**config.mk**
```make
export PLATFORM = sky130hd
export DESIGN_NAME = pulse_event_arbiter_flat
export DESIGN_NICKNAME = d
export VERILOG_FILES = /design/src/rtl/pulse_event_arbiter_if.sv /design/src/rtl/pulse_event_arbiter.sv /design/src/flat_wrapper.sv
export SDC_FILE = /design/constraint.sdc
export NUM_CORES = 1
export LEC_CHECK = 0
export CORE_MARGIN = 1
export CORE_UTILIZATION = 56
export CTS_CLUSTER_SIZE = 12
export DETAILED_ROUTE_END_ITERATION = 16
export DONT_BUFFER_PORTS = 1
export PLACE_DENSITY_LB_ADDON = 0.2
export SYNTH_ARGS = -nofsm -noshare
export SYNTH_HDL_FRONTEND = slang
export SYNTH_SLANG_ARGS = --single-unit
```
**constraint.sdc**
```tcl
create_clock -name clk -period 2.1 [get_ports clk]
set_input_delay 0.42 -clock clk [delete_from_list [all_inputs] [get_ports clk]]
set_output_delay 0.42 -clock clk [all_outputs]
set_load 0.01 [all_outputs]
```
**src/rtl/pulse_event_arbiter_if.sv**
```systemverilog
// Event handshake bundle between pulse_event_arbiter and its consumer.
//   evt_valid : producer -> consumer, an event is on offer
//   evt_ready : consumer -> producer, the offered event is taken this cycle
//   evt_ch    : producer -> consumer, channel index of the offered event
interface pulse_event_arbiter_if #(
    parameter int NCH = 4
);
    localparam int CH_W = (NCH > 1) ? $clog2(NCH) : 1;

    logic            evt_valid;
    logic            evt_ready;
    logic [CH_W-1:0] evt_ch;

    modport master (
        output evt_valid,
        output evt_ch,
        input  evt_ready
    );

    modport slave (
        input  evt_valid,
        input  evt_ch,
        output evt_ready
    );
endinterface

```
**src/rtl/pulse_event_arbiter.sv**
```systemverilog
// Rising-edge event collector with round-robin hand-off.
// Each channel counts enabled rising edges of its level input into a
// saturating pending counter; a two-state arbiter offers one pending event
// at a time on the evt bundle, starting its scan after the last granted
// channel.
//   clk     : clock, all state on rising edge
//   rstn    : asynchronous active-low reset
//   x       : per-channel level inputs
//   en      : per-channel edge-capture enable
//   ovf_clr : clears all sticky overflow flags
//   ovf     : sticky per-channel pending-count overflow flags
//   busy    : an event is on offer or some channel has pending events
//   evt     : event handshake (master side)
module pulse_event_arbiter #(
    parameter int NCH   = 4,
    parameter int CNT_W = 3
) (
    input  logic                   clk,
    input  logic                   rstn,
    input  logic [NCH-1:0]         x,
    input  logic [NCH-1:0]         en,
    input  logic                   ovf_clr,
    output logic [NCH-1:0]         ovf,
    output logic                   busy,
    pulse_event_arbiter_if.master  evt
);
    localparam int CH_W = (NCH > 1) ? $clog2(NCH) : 1;

    typedef enum logic {
        S_IDLE,
        S_OFFER
    } state_t;

    state_t          r_state;
    logic            r_evt_valid;
    logic [CH_W-1:0] r_evt_ch;
    logic [CH_W-1:0] r_last_grant;
    logic [NCH-1:0]  r_x_q;
    logic [NCH-1:0]  r_ovf;
    logic [CNT_W-1:0] r_cnt [NCH];

    logic [NCH-1:0]  w_inc;
    logic [NCH-1:0]  w_dec;
    logic [NCH-1:0]  w_sat;
    logic [NCH-1:0]  w_nz;
    logic [NCH-1:0]  w_ovf_set;
    logic            w_hs;
    logic            w_sel_found;
    logic [CH_W-1:0] w_sel_ch;

    assign w_hs = r_evt_valid & evt.evt_ready;

    genvar gi;
    generate
        for (gi = 0; gi < NCH; gi++) begin : g_ch
            assign w_inc[gi]     = x[gi] & ~r_x_q[gi] & en[gi];
            assign w_dec[gi]     = w_hs & (r_evt_ch == CH_W'(gi));
            assign w_sat[gi]     = &r_cnt[gi];
            assign w_nz[gi]      = |r_cnt[gi];
            // A decrement in the same cycle frees a slot, so no overflow then.
            assign w_ovf_set[gi] = w_inc[gi] & w_sat[gi] & ~w_dec[gi];

            always_ff @(posedge clk or negedge rstn) begin
                if (!rstn) begin
                    r_cnt[gi] <= '0;
                end else if (w_inc[gi] && !w_dec[gi] && !w_sat[gi]) begin
                    r_cnt[gi] <= r_cnt[gi] + 1'b1;
                end else if (!w_inc[gi] && w_dec[gi]) begin
                    r_cnt[gi] <= r_cnt[gi] - 1'b1;
                end
            end
        end
    endgenerate

    // Edge history resets to ones so a line already high at release is not
    // mistaken for a fresh edge.
    always_ff @(posedge clk or negedge rstn) begin
        if (!rstn) begin
            r_x_q <= '1;
            r_ovf <= '0;
        end else begin
            r_x_q <= x;
            r_ovf <= (r_ovf & ~{NCH{ovf_clr}}) | w_ovf_set;
        end
    end

    // Cyclic scan from last_grant+1; the extra index bit keeps the sum from
    // wrapping before the modulo-NCH correction.
    always_comb begin
        logic [CH_W:0] w_idx;
        w_sel_found = 1'b0;
        w_sel_ch    = '0;
        w_idx       = '0;
        for (int k = 1; k <= NCH; k++) begin
            w_idx = {1'b0, r_last_grant} + (CH_W+1)'(k);
            if (w_idx >= (CH_W+1)'(NCH)) begin
                w_idx = w_idx - (CH_W+1)'(NCH);
            end
            if (!w_sel_found && w_nz[w_idx[CH_W-1:0]]) begin
                w_sel_found = 1'b1;
                w_sel_ch    = w_idx[CH_W-1:0];
            end
        end
    end

    always_ff @(posedge clk or negedge rstn) begin
        if (!rstn) begin
            r_state      <= S_IDLE;
            r_evt_valid  <= 1'b0;
            r_evt_ch     <= '0;
            r_last_grant <= CH_W'(NCH - 1);
        end else begin
            case (r_state)
                S_IDLE: begin
                    if (w_sel_found) begin
                        r_evt_ch    <= w_sel_ch;
                        r_evt_valid <= 1'b1;
                        r_state     <= S_OFFER;
                    end
                end
                S_OFFER: begin
                    // Always return to IDLE after a grant, which spaces
                    // accepted events at least two cycles apart.
                    if (evt.evt_ready) begin
                        r_evt_valid  <= 1'b0;
                        r_last_grant <= r_evt_ch;
                        r_state      <= S_IDLE;
                    end
                end
                default: begin
                    r_evt_valid <= 1'b0;
                    r_state     <= S_IDLE;
                end
            endcase
        end
    end

    assign evt.evt_valid = r_evt_valid;
    assign evt.evt_ch    = r_evt_ch;
    assign ovf           = r_ovf;
    assign busy          = r_evt_valid | (|w_nz);
endmodule

```
**src/flat_wrapper.sv**
```systemverilog
// flat-port wrapper written by rule: the top's interface ports become plain ports
module pulse_event_arbiter_flat 
#(
    parameter int NCH   = 4,
    parameter int CNT_W = 3
)
  (clk, rstn, x, en, ovf_clr, ovf, busy, evt_evt_valid, evt_evt_ch, evt_evt_ready);
  pulse_event_arbiter_if #(.NCH(NCH)) evt_i ();
  input  logic clk;
  input  logic rstn;
  input  logic [NCH-1:0] x;
  input  logic [NCH-1:0] en;
  input  logic ovf_clr;
  output logic [NCH-1:0] ovf;
  output logic busy;
  output wire logic [$bits(evt_i.evt_valid)-1:0] evt_evt_valid;
  output wire logic [$bits(evt_i.evt_ch)-1:0] evt_evt_ch;
  input wire logic [$bits(evt_i.evt_ready)-1:0] evt_evt_ready;
  assign evt_evt_valid = evt_i.evt_valid;
  assign evt_evt_ch = evt_i.evt_ch;
  assign evt_i.evt_ready = evt_evt_ready;
  pulse_event_arbiter #(.NCH(NCH), .CNT_W(CNT_W)) u_core (.clk(clk), .rstn(rstn), .x(x), .en(en), .ovf_clr(ovf_clr), .ovf(ovf), .busy(busy), .evt(evt_i));
endmodule
```
==> results.md <==
* Status: complete, no violations
* Hold Path Origin: x[2]
* Congestion Overflow GR at 0
* Endpoints failing setup at 0
* Tcrit/Tclk final at between 90% and 100%
* Initial antenna violation count at 0
* Top_reg_cell synth: dfrtp_1
* I/O pins at 20
* Antenna-violating nets left at 0
* Core Area at between 2000 and 3000 sq um
* Critical Path Fanout Max at 7
* Area Overhead vs Synth at 13.1%
* DRC viols at 0
* Netlist area before placement at approximately 1600 sq um
* Final hold slack at around 73 ps
* Via density at about 6.3
* CTS clock-pin slew for the worst setup and hold paths at 140 ps
* Num CTS Buffers at 3
* Max-cap violation count at 0
* Fmax at between 500 and 600 MHz
* Hpwl dp at between 2000 and 2500 um
* Crit end category: register
* GRT Total Usage at between 20% and 30%
* Unique masters post-synth at between 40 and 50
* Die width at approximately 55 um
* Final worst slack at ~140 ps
* Row count at 18
* DRT Pass-1 Iters at 4
* P per Cell Area at between 1000 and 1500 nW/um^2
* H-tree Lvls at 1
* Synth top cells by count: 22 x nand2_1, 20 x dfrtp_1, 11 x a21oi_1
* Worst path depth at 7
* Min-delay worst type: in2reg
* Largest net degree at the start of global routing at 27
* TritonCTS clock tree: done
* Share of layout cells above drive strength 1 at between 20 and 25%
* First-pass GRT wire length at approximately 5000 um
* Crit path time final at 1960 ps
* Worst-path cell chain: nand4bb_4, and2_1, nand2_1, fa_1, nor2b_1, a211oi_1, a21oi_1
* Final #Nets at 190
* Post CTS Setup Buffer Count at 0
* Worst path max stage delay at ~500 ps
* Max IR drop VDD at between 0.8 and 0.9 mV
* Dpl ws at between 100 and 150 ps
* Final Skew at between 15 and 20 ps
* Top cells by area, synth: dfrtp_1 32%, dfstp_2 10%, nand2_1 5.3%
* FF-to-FF setup slack at 140 ps
* Initial DRC count at 20
* Sequential share of the synthesized area at approximately 42%
* Post-Syn Instances at around 170
* Post-Syn Nets at 181
* EDFF count, synth at 0
* Crit path buffers/inverters at 0
* Routability Congestion at roughly 0.85
* CP startpoint: u_core.evt.evt_ch[0]$_DFFE_PN0P_
* CP Data Required Time at between 2000 and 2500 ps
* # port buffers at 0
* Worst skew pair latency at 320 ps
* ANT cells at 0
* Lkg Pwr at approximately 0.7 nW
* FF-to-FF Start: u_core.evt.evt_ch[0]$_DFFE_PN0P_
* CP startpoint kind: register
* Rel. slew slack at 71.1%
* Crit path to: u_core.r_cnt[10]$_DFFE_PN0P_
* Cell with the most instances after synthesis: nand2_1
* Reg2reg end: u_core.r_cnt[10]$_DFFE_PN0P_
* Vias in the first global route at ~1100
* R2R depth at 7
* Slew @ Worst Pin at 429 ps
* Cell taking the most area after synthesis: dfrtp_1
* Slowest CP cell: dfrtp_2
* Number of fillers in the final layout at 213
* Via count at between 1000 and 1500
* Critical path's top delay family: simple AND/OR/NAND/NOR gates
* Mean Syn Cell Area at 9.40 sq um
* Post-Route WL at approximately 3200 um
* DR WL/cell at approximately 16 um
* FF+latch count, synth at 26
* Yosys warning total at 0
* Final hold violations at 0
* Root Buffer: clkbuf_4
* Clk buf depth at 2
* Area share of the largest cell type after synthesis at between 30% and 40%
* Ys async rst share at between 90% and 100%
* TNS Setup at 0 ps
* Slew Viols, Final at 0
* Die area at 2980 sq um
* Initial core utilization at 60.9%
* Die Ht at 54.6 um
* Critical path type: reg2reg
* Arrival time at the worst endpoint at around 2200 ps
* TritonCTS Sinks at 26
## metal layers
metal	routed length (um)	global-route usage, %	vias to the layer above	part of all wire, %
li1	-	-	631	-
met1	1510	33.6	625	48
met2	1560	36.1	24	49
met3	85	3.06	2	2.7
met4	17	6.84	0	0.54
met5	0	0	-	0
## worst min path at each step
stage                                             endpoint  slack [ps]  cells after the start
final                            u_core.r_x_q[2]$_DFF_PN1_          70                      0
after global routing             u_core.r_x_q[2]$_DFF_PN1_          60                      0
after CTS                        u_core.r_x_q[2]$_DFF_PN1_          60                      0
after detailed placement       u_core.r_cnt[4]$_DFFE_PN0P_         120                      0
after global placement         u_core.r_cnt[4]$_DFFE_PN0P_         120                      0
after floorplan           u_core.evt.evt_ch[0]$_DFFE_PN0P_         120                      0
## power breakdown
| group | switching, mW | internal, mW | leakage, nW |
|---|---|---|---|
| combinational | 0.410 | 0.487 | 0.368 |
| clock | 0.141 | 0.0742 | 0.0150 |
| sequential | 0.386 | 0.697 | 0.300 |
| total | 0.937 | 1.26 | 0.683 |
## cell families (layout without fill, tap and decap cells)
family                   after synthesis  in the layout  share of synthesized area (%)
adder cells (fa/ha/maj)                4              4                           5.17
AND/OR/NAND/NOR                       73             73                           25.8
AO/OA/AOI/OAI                         43             43                           18.8
XOR/XNOR                               3              3                           1.70
multiplexers                           3              3                           2.42
buffers and inverters                 13             21                           3.63
flip-flops                            26             26                           42.5
## cell type report
type	count	area, sq um	share of cell area, %
tap	30	37.5	2.14
inverter	5	18.8	1.07
timing repair buffer	12	105	6.00
sequential	26	663	37.8
clock buffer	4	26.3	1.50
multi-input combinational	126	902	51.5
## through the flow
step	instances	util [%]	total power [mW]	instance area, sq um
finish	203	68.9	2.20	1750
floorplan	165	-	1.63	1550
global route	203	68.9	2.36	1750
CTS	203	66.9	2.10	1700
detailed placement	197	63.9	1.84	1630
global placement	197	63.9	1.78	1630
## what timing repair did
item / 4_1_cts / 5_1_grt
resized for setup: 4 / 10
pin swaps: 0 / 1
hold buffers: 2 / 0
endpoints found under the setup margin: 1 / 4
endpoints found under the hold margin: 26 / 0
## state kept, by name, summed over array words and instances, names as in the netlist
name / flops
u_core.ovf: 4
u_core.evt.evt_valid: 1
u_core.r_cnt: 12
u_core.r_x_q: 4
u_core.evt.evt_ch: 2
u_core.r_state: 1
u_core.r_last_grant: 2
## cells in the final DEF, fill, tap and decap left out, types with 2 or more instances in the layout
| cell | netlist | final |
|---|---|---|
| a21oi_1 | 11 | 11 |
| dfrtp_2 | 0 | 4 |
| and3b_1 | 4 | 4 |
| or2_1 | 2 | 2 |
| clkbuf_4 | 0 | 3 |
| xor2_1 | 3 | 3 |
| nor2_1 | 2 | 2 |
| o21ai_0 | 3 | 3 |
| and3_1 | 4 | 4 |
| or3_1 | 2 | 2 |
| a22oi_1 | 5 | 5 |
| nand4_1 | 3 | 3 |
| fa_1 | 4 | 4 |
| a31o_1 | 2 | 2 |
| nand3_1 | 10 | 10 |
| dfstp_2 | 6 | 6 |
| buf_4 | 0 | 10 |
| nor3_1 | 10 | 5 |
| nand2_1 | 22 | 22 |
| o22ai_1 | 7 | 7 |
| nand4b_1 | 2 | 2 |
| nor2b_1 | 5 | 5 |
| dfrtp_1 | 20 | 16 |
| a211oi_1 | 6 | 6 |
| nor3_4 | 0 | 4 |
| mux2_2 | 2 | 2 |
| inv_1 | 5 | 5 |
Note: power is estimated with default switching activity, not from simulation.
